$ cat config.mk
export PLATFORM = sky130hd
export DESIGN_NAME = alu_exec_unit
export DESIGN_NICKNAME = d
export VERILOG_FILES = /design/src/rtl/alu_exec_unit.sv
export SDC_FILE = /design/constraint.sdc
export NUM_CORES = 1
export LEC_CHECK = 0
export CORE_MARGIN = 3
export CORE_UTILIZATION = 32
export CTS_BUF_LIST = sky130_fd_sc_hd__clkbuf_16
export DETAILED_ROUTE_END_ITERATION = 10
export HOLD_SLACK_MARGIN = 0.03
export PLACE_DENSITY = 0.59
export SYNTH_ARGS = -nofsm -noshare
export SYNTH_HDL_FRONTEND = slang
export SYNTH_SLANG_ARGS = --single-unit
$ cat constraint.sdc
create_clock -name clk -period 17 [get_ports clk]
set_input_delay 2.55 -clock clk [delete_from_list [all_inputs] [get_ports clk]]
set_output_delay 2.55 -clock clk [all_outputs]
set_load 0.1 [all_outputs]
$ cat src/rtl/alu_exec_unit.sv
// alu_exec_unit: RV32IM execute stage, single-cycle ALU plus iterative MUL/DIV.
// Ports: clk, rst_n; in_valid/in_ready + alu_op/func7/func3/op_a/op_b in;
//        out_valid/out_ready + result/zero/illegal out (registered).
module alu_exec_unit #(
   parameter int XLEN   = 32,
   parameter bit MDU_EN = 1'b1
) (
   input  logic            clk,
   input  logic            rst_n,
   input  logic            in_valid,
   output logic            in_ready,
   input  logic [1:0]      alu_op,
   input  logic [6:0]      func7,
   input  logic [2:0]      func3,
   input  logic [XLEN-1:0] op_a,
   input  logic [XLEN-1:0] op_b,
   output logic            out_valid,
   input  logic            out_ready,
   output logic [XLEN-1:0] result,
   output logic            zero,
   output logic            illegal
);

   localparam int SH = $clog2(XLEN);
   localparam int CW = $clog2(XLEN);
   localparam logic [CW-1:0] LAST = CW'(XLEN - 1);
   localparam logic [XLEN-1:0] MIN = {1'b1, {(XLEN-1){1'b0}}};

   typedef enum logic [1:0] {S_IDLE, S_MUL, S_DIV} state_t;

   typedef enum logic [4:0] {
      OP_ADD  = 5'h00, OP_SLL  = 5'h01, OP_SLT    = 5'h02, OP_SLTU  = 5'h03,
      OP_XOR  = 5'h04, OP_SRL  = 5'h05, OP_OR     = 5'h06, OP_AND   = 5'h07,
      OP_SUB  = 5'h08, OP_SRA  = 5'h09,
      OP_MUL  = 5'h10, OP_MULH = 5'h11, OP_MULHSU = 5'h12, OP_MULHU = 5'h13,
      OP_DIV  = 5'h14, OP_DIVU = 5'h15, OP_REM    = 5'h16, OP_REMU  = 5'h17
   } op_t;

   state_t            state, state_n;
   op_t               op, mop_q;
   logic              bad;
   logic [SH-1:0]     shamt;
   logic [XLEN-1:0]   alu_res, fast_res, m_res;
   logic              is_m, is_div, quo_op, div_zero, div_ovf, fast;
   logic              a_neg, b_neg, accept, finish;
   logic [CW-1:0]     cnt;
   logic [XLEN-1:0]   hi, lo, opnd, hi_n, lo_n;
   logic              sa_q, sb_q;
   logic [XLEN:0]     sum, sh;
   logic [XLEN-1:0]   diff;
   logic              ge;
   logic [2*XLEN-1:0] prod, prod_s;
   logic [XLEN-1:0]   quo, rem;

   always_comb begin
      op  = OP_ADD;
      bad = 1'b0;
      unique case (alu_op)
         2'b00: op = OP_ADD;
         2'b01: op = OP_SUB;
         2'b10: begin
            unique case (1'b1)
               (func7 == 7'h00): op = op_t'({2'b00, func3});
               (func7 == 7'h20 && func3 == 3'b000): op = OP_SUB;
               (func7 == 7'h20 && func3 == 3'b101): op = OP_SRA;
               (func7 == 7'h01 && MDU_EN): op = op_t'({2'b10, func3});
               default: bad = 1'b1;
            endcase
         end
         default: begin
            unique case (func3)
               3'b001: begin
                  op  = OP_SLL;
                  bad = (func7 != 7'h00);
               end
               3'b101: begin
                  op  = (func7 == 7'h20) ? OP_SRA : OP_SRL;
                  bad = (func7 != 7'h00) && (func7 != 7'h20);
               end
               default: op = op_t'({2'b00, func3});
            endcase
         end
      endcase
   end

   assign shamt = op_b[SH-1:0];

   always_comb begin
      alu_res = '0;
      case (op)
         OP_ADD:  alu_res = op_a + op_b;
         OP_SUB:  alu_res = op_a - op_b;
         OP_SLL:  alu_res = op_a << shamt;
         OP_SLT:  alu_res = {{(XLEN-1){1'b0}}, $signed(op_a) < $signed(op_b)};
         OP_SLTU: alu_res = {{(XLEN-1){1'b0}}, op_a < op_b};
         OP_XOR:  alu_res = op_a ^ op_b;
         OP_SRL:  alu_res = op_a >> shamt;
         OP_SRA:  alu_res = $signed(op_a) >>> shamt;
         OP_OR:   alu_res = op_a | op_b;
         OP_AND:  alu_res = op_a & op_b;
         default: alu_res = '0;
      endcase
   end

   // Division corner cases are answered directly instead of iterating.
   assign is_m     = op[4];
   assign is_div   = op[4] & op[2];
   assign quo_op   = is_div & ~op[1];
   assign div_zero = is_div && (op_b == '0);
   assign div_ovf  = is_div && !op[0] && (op_a == MIN) && (op_b == '1);
   assign fast     = bad || !is_m || div_zero || div_ovf;

   always_comb begin
      fast_res = alu_res;
      if (div_zero)
         fast_res = quo_op ? '1 : op_a;
      else if (div_ovf)
         fast_res = quo_op ? MIN : '0;
   end

   assign a_neg = op_a[XLEN-1] &&
      (op == OP_MULH || op == OP_MULHSU || op == OP_DIV || op == OP_REM);
   assign b_neg = op_b[XLEN-1] &&
      (op == OP_MULH || op == OP_DIV || op == OP_REM);

   assign in_ready = (state == S_IDLE) && (!out_valid || out_ready);
   assign accept   = in_valid && in_ready;
   assign finish   = (state != S_IDLE) && (cnt == LAST);

   // hi:lo is the product (multiplier shifts out of lo) or remainder:quotient.
   assign sum  = {1'b0, hi} + (lo[0] ? {1'b0, opnd} : '0);
   assign sh   = {hi, lo[XLEN-1]};
   assign ge   = sh >= {1'b0, opnd};
   assign diff = sh[XLEN-1:0] - opnd;

   always_comb begin
      if (state == S_MUL) begin
         hi_n = sum[XLEN:1];
         lo_n = {sum[0], lo[XLEN-1:1]};
      end else begin
         hi_n = ge ? diff : sh[XLEN-1:0];
         lo_n = {lo[XLEN-2:0], ge};
      end
   end

   assign prod   = {hi_n, lo_n};
   assign prod_s = (sa_q ^ sb_q) ? -prod : prod;
   assign quo    = (sa_q ^ sb_q) ? -lo_n : lo_n;
   assign rem    = sa_q ? -hi_n : hi_n;

   always_comb begin
      m_res = rem;
      case (mop_q)
         OP_MUL:                       m_res = prod_s[XLEN-1:0];
         OP_MULH, OP_MULHSU, OP_MULHU: m_res = prod_s[2*XLEN-1:XLEN];
         OP_DIV, OP_DIVU:              m_res = quo;
         default:                      m_res = rem;
      endcase
   end

   always_ff @(posedge clk or negedge rst_n) begin
      if (!rst_n)
         state <= S_IDLE;
      else
         state <= state_n;
   end

   always_comb begin
      state_n = state;
      unique case (state)
         S_IDLE:
            if (accept && !fast)
               state_n = is_div ? S_DIV : S_MUL;
         S_MUL, S_DIV:
            if (cnt == LAST)
               state_n = S_IDLE;
         default: state_n = S_IDLE;
      endcase
   end

   always_ff @(posedge clk or negedge rst_n) begin
      if (!rst_n) begin
         cnt       <= '0;
         hi        <= '0;
         lo        <= '0;
         opnd      <= '0;
         sa_q      <= 1'b0;
         sb_q      <= 1'b0;
         mop_q     <= OP_ADD;
         out_valid <= 1'b0;
         result    <= '0;
         zero      <= 1'b0;
         illegal   <= 1'b0;
      end else begin
         if (accept && fast) begin
            result    <= bad ? '0 : fast_res;
            zero      <= bad || (fast_res == '0);
            illegal   <= bad;
            out_valid <= 1'b1;
         end else if (accept) begin
            cnt       <= '0;
            hi        <= '0;
            lo        <= a_neg ? -op_a : op_a;
            opnd      <= b_neg ? -op_b : op_b;
            sa_q      <= a_neg;
            sb_q      <= b_neg;
            mop_q     <= op;
            out_valid <= 1'b0;
         end else if (state != S_IDLE) begin
            cnt <= cnt + 1'b1;
            hi  <= hi_n;
            lo  <= lo_n;
            if (finish) begin
               result    <= m_res;
               zero      <= (m_res == '0);
               illegal   <= 1'b0;
               out_valid <= 1'b1;
            end
         end else if (out_valid && out_ready) begin
            out_valid <= 1'b0;
         end
      end
   end

endmodule

==> results.sh, run 1 <==
export IMPL_dp_slack_ns=8.631
export IMPL_synth_edf_count=0
export IMPL_finalPower_mw=4.282
export IMPL_status="finished, final reports clean"
export IMPL_postSynthCellCount=3624
export IMPL_whs_ns=0.5029
export IMPL_ys_seq_area_share_pct=14.07
export IMPL_fin_skew_ns=0.01968
export IMPL_r2r_slack_ns=8.95
export IMPL_design_area_mm2=0.02851
export IMPL_portBuffers=115
export IMPL_finalSetupViolations=0
export IMPL_hold_depth=1
export IMPL_fin_util_pct=35.92
export IMPL_synth_fp_nets=3878
export IMPL_grt_max_degree=91
export IMPL_end_kind="flop"
export IMPL_start_kind="input pin"
export IMPL_nets=3835
export IMPL_coreArea_mm2=0.07939
export IMPL_dieHeight_um=289.9
export IMPL_cts_tree="built"
export IMPL_maxClockFrequency_mhz=123.9
export IMPL_rr_worst_depth=22
export IMPL_dpl_hpwl_um=105800
export IMPL_critPathMaxFanout=20
export IMPL_max_cap_violations=0
export IMPL_syn_avg_cell_area_um2=7.115
export IMPL_drive_gt1_share_pct=7.735
export IMPL_dr_pass1_iters=6
export IMPL_dp_cells=4612
export IMPL_rr_startpoint="opnd[10]"
export IMPL_layout_common_cells="381 x nor2_1, 363 x nand2_1, 309 x a21oi_1"
export IMPL_cp_data_required_time_ns=17.42
export IMPL_antenna_left=0
export IMPL_setup_ws_ns=8.927
export IMPL_instances_no_fill=4646
export IMPL_grt_pass1_vias=28366
export IMPL_io_pins=116
export IMPL_avgRoutedWirePerCell_um=29.36
export IMPL_clock_latency_ns=0.50
export IMPL_placed_cell_area_mm2=0.02793
export IMPL_fin_crit_sh_pct=47.49
export IMPL_grt_usage_pct=31.10
export IMPL_powerDensity_mw_per_mm2=150.2
export IMPL_cts_sinks=145
export IMPL_grt_remaining_overflow=0
export IMPL_initial_utilization_pct=32.48
export IMPL_synth_distinct_cells=114
export IMPL_path_clk_slew_ns=0.08
export IMPL_setup_tns_ns=0
export IMPL_grt_pass1_wl_um=197300
export IMPL_synthFlopType="dfrtp_1"
export IMPL_antenna_found_initial=9
export IMPL_arrival_ns=8.50
export IMPL_ys_warnings_count=0
export IMPL_viasPerCell=6.479
export IMPL_cts_root_buf="clkbuf_16"
export IMPL_routabilityCongestion=1.061
export IMPL_layout_commonest_cell="nor2_1"
export IMPL_cts_hold_buf=0
export IMPL_period_needed_ns=8.073
export IMPL_hp_start="mop_q[4]"
export IMPL_drv_slew=0
export IMPL_postRouteWirelength_um=136400
export IMPL_cts_buffers=17
export IMPL_critPathKind="input pin to flop"
export IMPL_synth_async_reset_ratio_pct=100.0
export IMPL_drtIter0Drc=4424
export IMPL_r2r_end="zero"
export IMPL_post_cts_buffers=0
export IMPL_dieWidth_um=289.9
export IMPL_syn2layout_area_growth_pct=10.58
export IMPL_dieArea_mm2=0.08402
export IMPL_rsz0062_at_grt="no"
export IMPL_hold_viol_final=0
export IMPL_synthesis_area_mm2=0.02579
export IMPL_drc=0
export IMPL_min_to="mop_q[4]"
export IMPL_leakage_nw=11.08
export IMPL_peakVddDrop_v=0.0001019
export IMPL_h_tree_depth=4
export IMPL_relSlewSlack_pct=23.62
export IMPL_hp_class="flop to flop"
export IMPL_cts_resized=0
export IMPL_worst_pin_slew_ns=1.143
export IMPL_row_count=103
export IMPL_ys_seq_elements=145
export IMPL_via_count=30102
export IMPL_cts_buffer_depth=2
[worst max-delay path by stage]
stage	from	endpoint	slack, ns	cells past startpoint
after global routing	opnd[10]	zero	8.65	22
final	op_b[4]	zero	8.93	18
after floorplan	op_b[2]	zero	9.31	21
after CTS	op_a[1]	zero	9.15	18
after global placement	op_a[1]	zero	8.61	18
after detailed placement	op_a[1]	zero	8.63	18
[final cells by class]
class | instances | area [um2]
clock buffers | 17 | 425.4
well taps | 1050 | 1314
flip-flops and latches | 145 | 3628
inverters | 156 | 585.6
clock inverters | 15 | 157.7
repair buffers | 200 | 1770
diodes | 2 | 5.005
multi-input cells | 3061 | 20630
fillers | 8632 | 50870
[cells in the mapped netlist (13+ instances only)]
master	instances	area share (%)
nor2_1	383	5.6
nand2_1	364	5.3
a21oi_1	309	6.0
o21ai_0	304	5.9
clkbuf_1	202	2.9
ha_1	170	8.2
inv_1	151	2.2
dfrtp_1	145	14
xnor2_1	125	4.2
nand3_1	104	2.0
nor3_1	99	1.9
mux2i_1	89	3.5
o211ai_1	69	2.0
mux4_2	55	4.8
a21o_1	53	1.5
nand4_1	52	1.3
and2_1	50	1.2
a211oi_1	49	1.4
a31oi_1	46	1.1
o22ai_1	42	1.0
and3_1	40	0.97
o31ai_1	39	1.1
xor2_1	37	1.3
or3_1	35	0.85
nor4_1	34	0.82
buf_2	33	0.64
nand2b_1	31	0.75
or4_1	25	0.73
buf_1	24	0.35
o21a_1	24	0.70
nor2b_1	20	0.49
o21bai_1	17	0.49
o32ai_1	17	0.58
a2111oi_0	16	0.54
a221o_1	16	0.62
o41ai_1	15	0.51
a211o_1	13	0.44
a221oi_1	13	0.44
a22oi_1	13	0.38
o2111ai_1	13	0.44
[power breakdown]
part / leakage, nW / switching [mW] / total (mW) / internal (mW)
registers: 1.84 / 0.175 / 0.629 / 0.454
logic: 8.96 / 2.21 / 3.23 / 1.03
clock network: 0.280 / 0.201 / 0.419 / 0.218
[sequential cells by signal, summed over array words and instances, names as in the netlist]
signal and count:
sa_q 1, out_valid 1, zero 1, mop_q 5
illegal 1, opnd 32, sb_q 1, result 32
lo 32, state 2, hi 32, cnt 5
[cell families (layout without fill, tap and decap cells)]
kind of cell	Yosys count	after routing	synth area share (%)
compound gates	1246	1246	31.87
fa+ha+maj	174	174	8.559
simple gates	1327	1327	25.07
buf+inv	418	388	6.318
mux	152	152	8.608
flops	145	145	14.07
other cells	0	2	0
xor+xnor	162	162	5.502
[worst max-delay path, cell delays in order]
cell and delay [ns]:
buf_2 0.41, inv_1 0.42, ha_1 0.56, and3_1 0.25, a2111oi_0 0.74, buf_4 0.25
nand2_1 0.06, a31oi_1 0.32, o21ai_0 0.41, a211oi_1 0.39, o21bai_1 0.17, a221oi_1 0.67
o221ai_1 0.38, nor3_1 0.21, and4_1 0.28, and4b_1 0.22, nand4b_1 0.11, nand3_1 0.08
[per-layer routing]
metal	GRT usage [%]	vias up	share of wire [%]
li1	-	13469	-
met1	41.22	14494	40
met2	47.46	1811	43
met3	5.296	326	9.8
met4	18.28	2	6.7
met5	0	-	0.0081
(Power assumes the default switching activity.)
==> run 2, diff against run 1 <==
PLACE_DENSITY = 0.6   (was 0.59)
clock period = 6.8 ns   (was 17 ns; I/O delays follow)
==> results.sh, run 2 (synthesized netlist as in run 1, its figures left out) <==
export IMPL_period_needed_ns=6.162
export IMPL_postRouteWirelength_um=140200
export IMPL_end_kind="flop"
export IMPL_nets=3934
export IMPL_worst_pin_slew_ns=1.177
export IMPL_routabilityCongestion=1.051
export IMPL_cts_buffer_depth=2
export IMPL_clock_latency_ns=0.51
export IMPL_fin_crit_sh_pct=90.61
export IMPL_syn2layout_area_growth_pct=13.58
export IMPL_maxClockFrequency_mhz=162.3
export IMPL_max_cap_violations=0
export IMPL_cts_sinks=145
export IMPL_drv_slew=0
export IMPL_drtIter0Drc=4254
export IMPL_fin_skew_ns=0.02345
export IMPL_io_pins=116
export IMPL_leakage_nw=11.59
export IMPL_coreArea_mm2=0.07939
export IMPL_grt_remaining_overflow=0
export IMPL_row_count=103
export IMPL_peakVddDrop_v=0.0002315
export IMPL_antenna_found_initial=8
export IMPL_setup_tns_ns=0
export IMPL_avgRoutedWirePerCell_um=29.54
export IMPL_initial_utilization_pct=32.48
export IMPL_dieWidth_um=289.9
export IMPL_grt_pass1_vias=28814
export IMPL_via_count=30815
export IMPL_h_tree_depth=4
export IMPL_post_cts_buffers=0
export IMPL_setup_ws_ns=0.6385
export IMPL_layout_commonest_cell="nor2_1"
export IMPL_dpl_hpwl_um=111500
export IMPL_critPathMaxFanout=8
export IMPL_viasPerCell=6.494
export IMPL_layout_common_cells="381 x nor2_1, 363 x nand2_1, 309 x a21oi_1"
export IMPL_path_clk_slew_ns=0.07
export IMPL_drive_gt1_share_pct=10.18
export IMPL_cts_buffers=17
export IMPL_finalPower_mw=10.99
export IMPL_dieHeight_um=289.9
export IMPL_hold_viol_final=0
export IMPL_grt_pass1_wl_um=202000
export IMPL_fin_util_pct=36.89
export IMPL_cp_data_required_time_ns=7.24
export IMPL_drc=0
export IMPL_dp_slack_ns=0.5024
export IMPL_grt_max_degree=85
export IMPL_finalSetupViolations=0
export IMPL_dieArea_mm2=0.08402
export IMPL_powerDensity_mw_per_mm2=375.1
export IMPL_hp_class="flop to flop"
export IMPL_portBuffers=115
export IMPL_start_kind="flop"
export IMPL_antenna_left=0
export IMPL_cts_hold_buf=0
export IMPL_arrival_ns=6.60
export IMPL_cts_resized=0
export IMPL_status="finished, final reports clean"
export IMPL_rsz0062_at_grt="no"
export IMPL_relSlewSlack_pct=20.27
export IMPL_cts_tree="built"
export IMPL_grt_usage_pct=31.86
export IMPL_cts_root_buf="clkbuf_16"
export IMPL_critPathKind="flop to flop"
export IMPL_whs_ns=0.5072
export IMPL_dr_pass1_iters=6
==> run 2: worst paths after layout <==
| path | startpoint | depth (start not counted) | slack [ns] | to |
|---|---|---|---|---|
| setup / recovery | hi[27] | 23 | 0.64 | zero |
| hold reg to reg | mop_q[4] | 1 | 0.51 | mop_q[4] |
| max in group asynchronous | rst_n | 2 | 4.69 | result[24] |
| setup reg to reg | hi[27] | 23 | 0.64 | zero |
| min in group asynchronous | rst_n | 1 | 0.56 | hi[20] |
| hold / removal | mop_q[4] | 1 | 0.51 | mop_q[4] |
==> run 2: layer usage <==
layer / vias up / part of all wire [%] / global-route usage [%]
met5: - / 0.022 / 0
met4: 4 / 7.1 / 19.22
met2: 1965 / 43 / 49.01
met3: 401 / 9.5 / 6.084
met1: 14818 / 40 / 41.32
li1: 13627 / - / -
==> run 2: per-stage QoR <==
step / cell area [um2] / std cells
final: 29290 / 4745
after detailed placement: 28710 / 4710
after global placement: 28710 / 4710
after global routing: 29280 / 4743
after floorplan: 25790 / 3624
after CTS: 29280 / 4742
==> run 2: final cells by class <==
class	count	area, um2
fillers	8570	50100
flip-flops and latches	145	3628
repair buffers	299	2561
clock buffers	17	425.4
diodes	2	5.005
clock inverters	15	145.1
multi-input cells	3061	20620
inverters	156	585.6
well taps	1050	1314
==> run 2: worst max-delay path, cell delays in order, from the launching register on <==
cell	delay, ns
dfrtp_1	0.42
ha_1	0.41
a21oi_1	0.45
o21ai_0	0.30
a21o_1	0.29
nor3_4	0.25
a21boi_2	0.12
a21oi_1	0.18
ha_1	0.26
o2111a_1	0.27
o211ai_1	0.17
nor4b_1	0.33
buf_4	0.18
nand3_1	0.26
nor2_1	0.29
o211ai_1	0.19
and3_1	0.23
o21ai_0	0.17
o211ai_1	0.20
nor4_1	0.38
nand4_1	0.17
nor4_2	0.31
nand4_1	0.15
nand3_1	0.11
==> run 2: where the power goes <==
| group | switching, mW | internal (mW) |
|---|---|---|
| registers | 0.452 | 1.14 |
| clock network | 0.461 | 0.536 |
| logic | 5.70 | 2.70 |
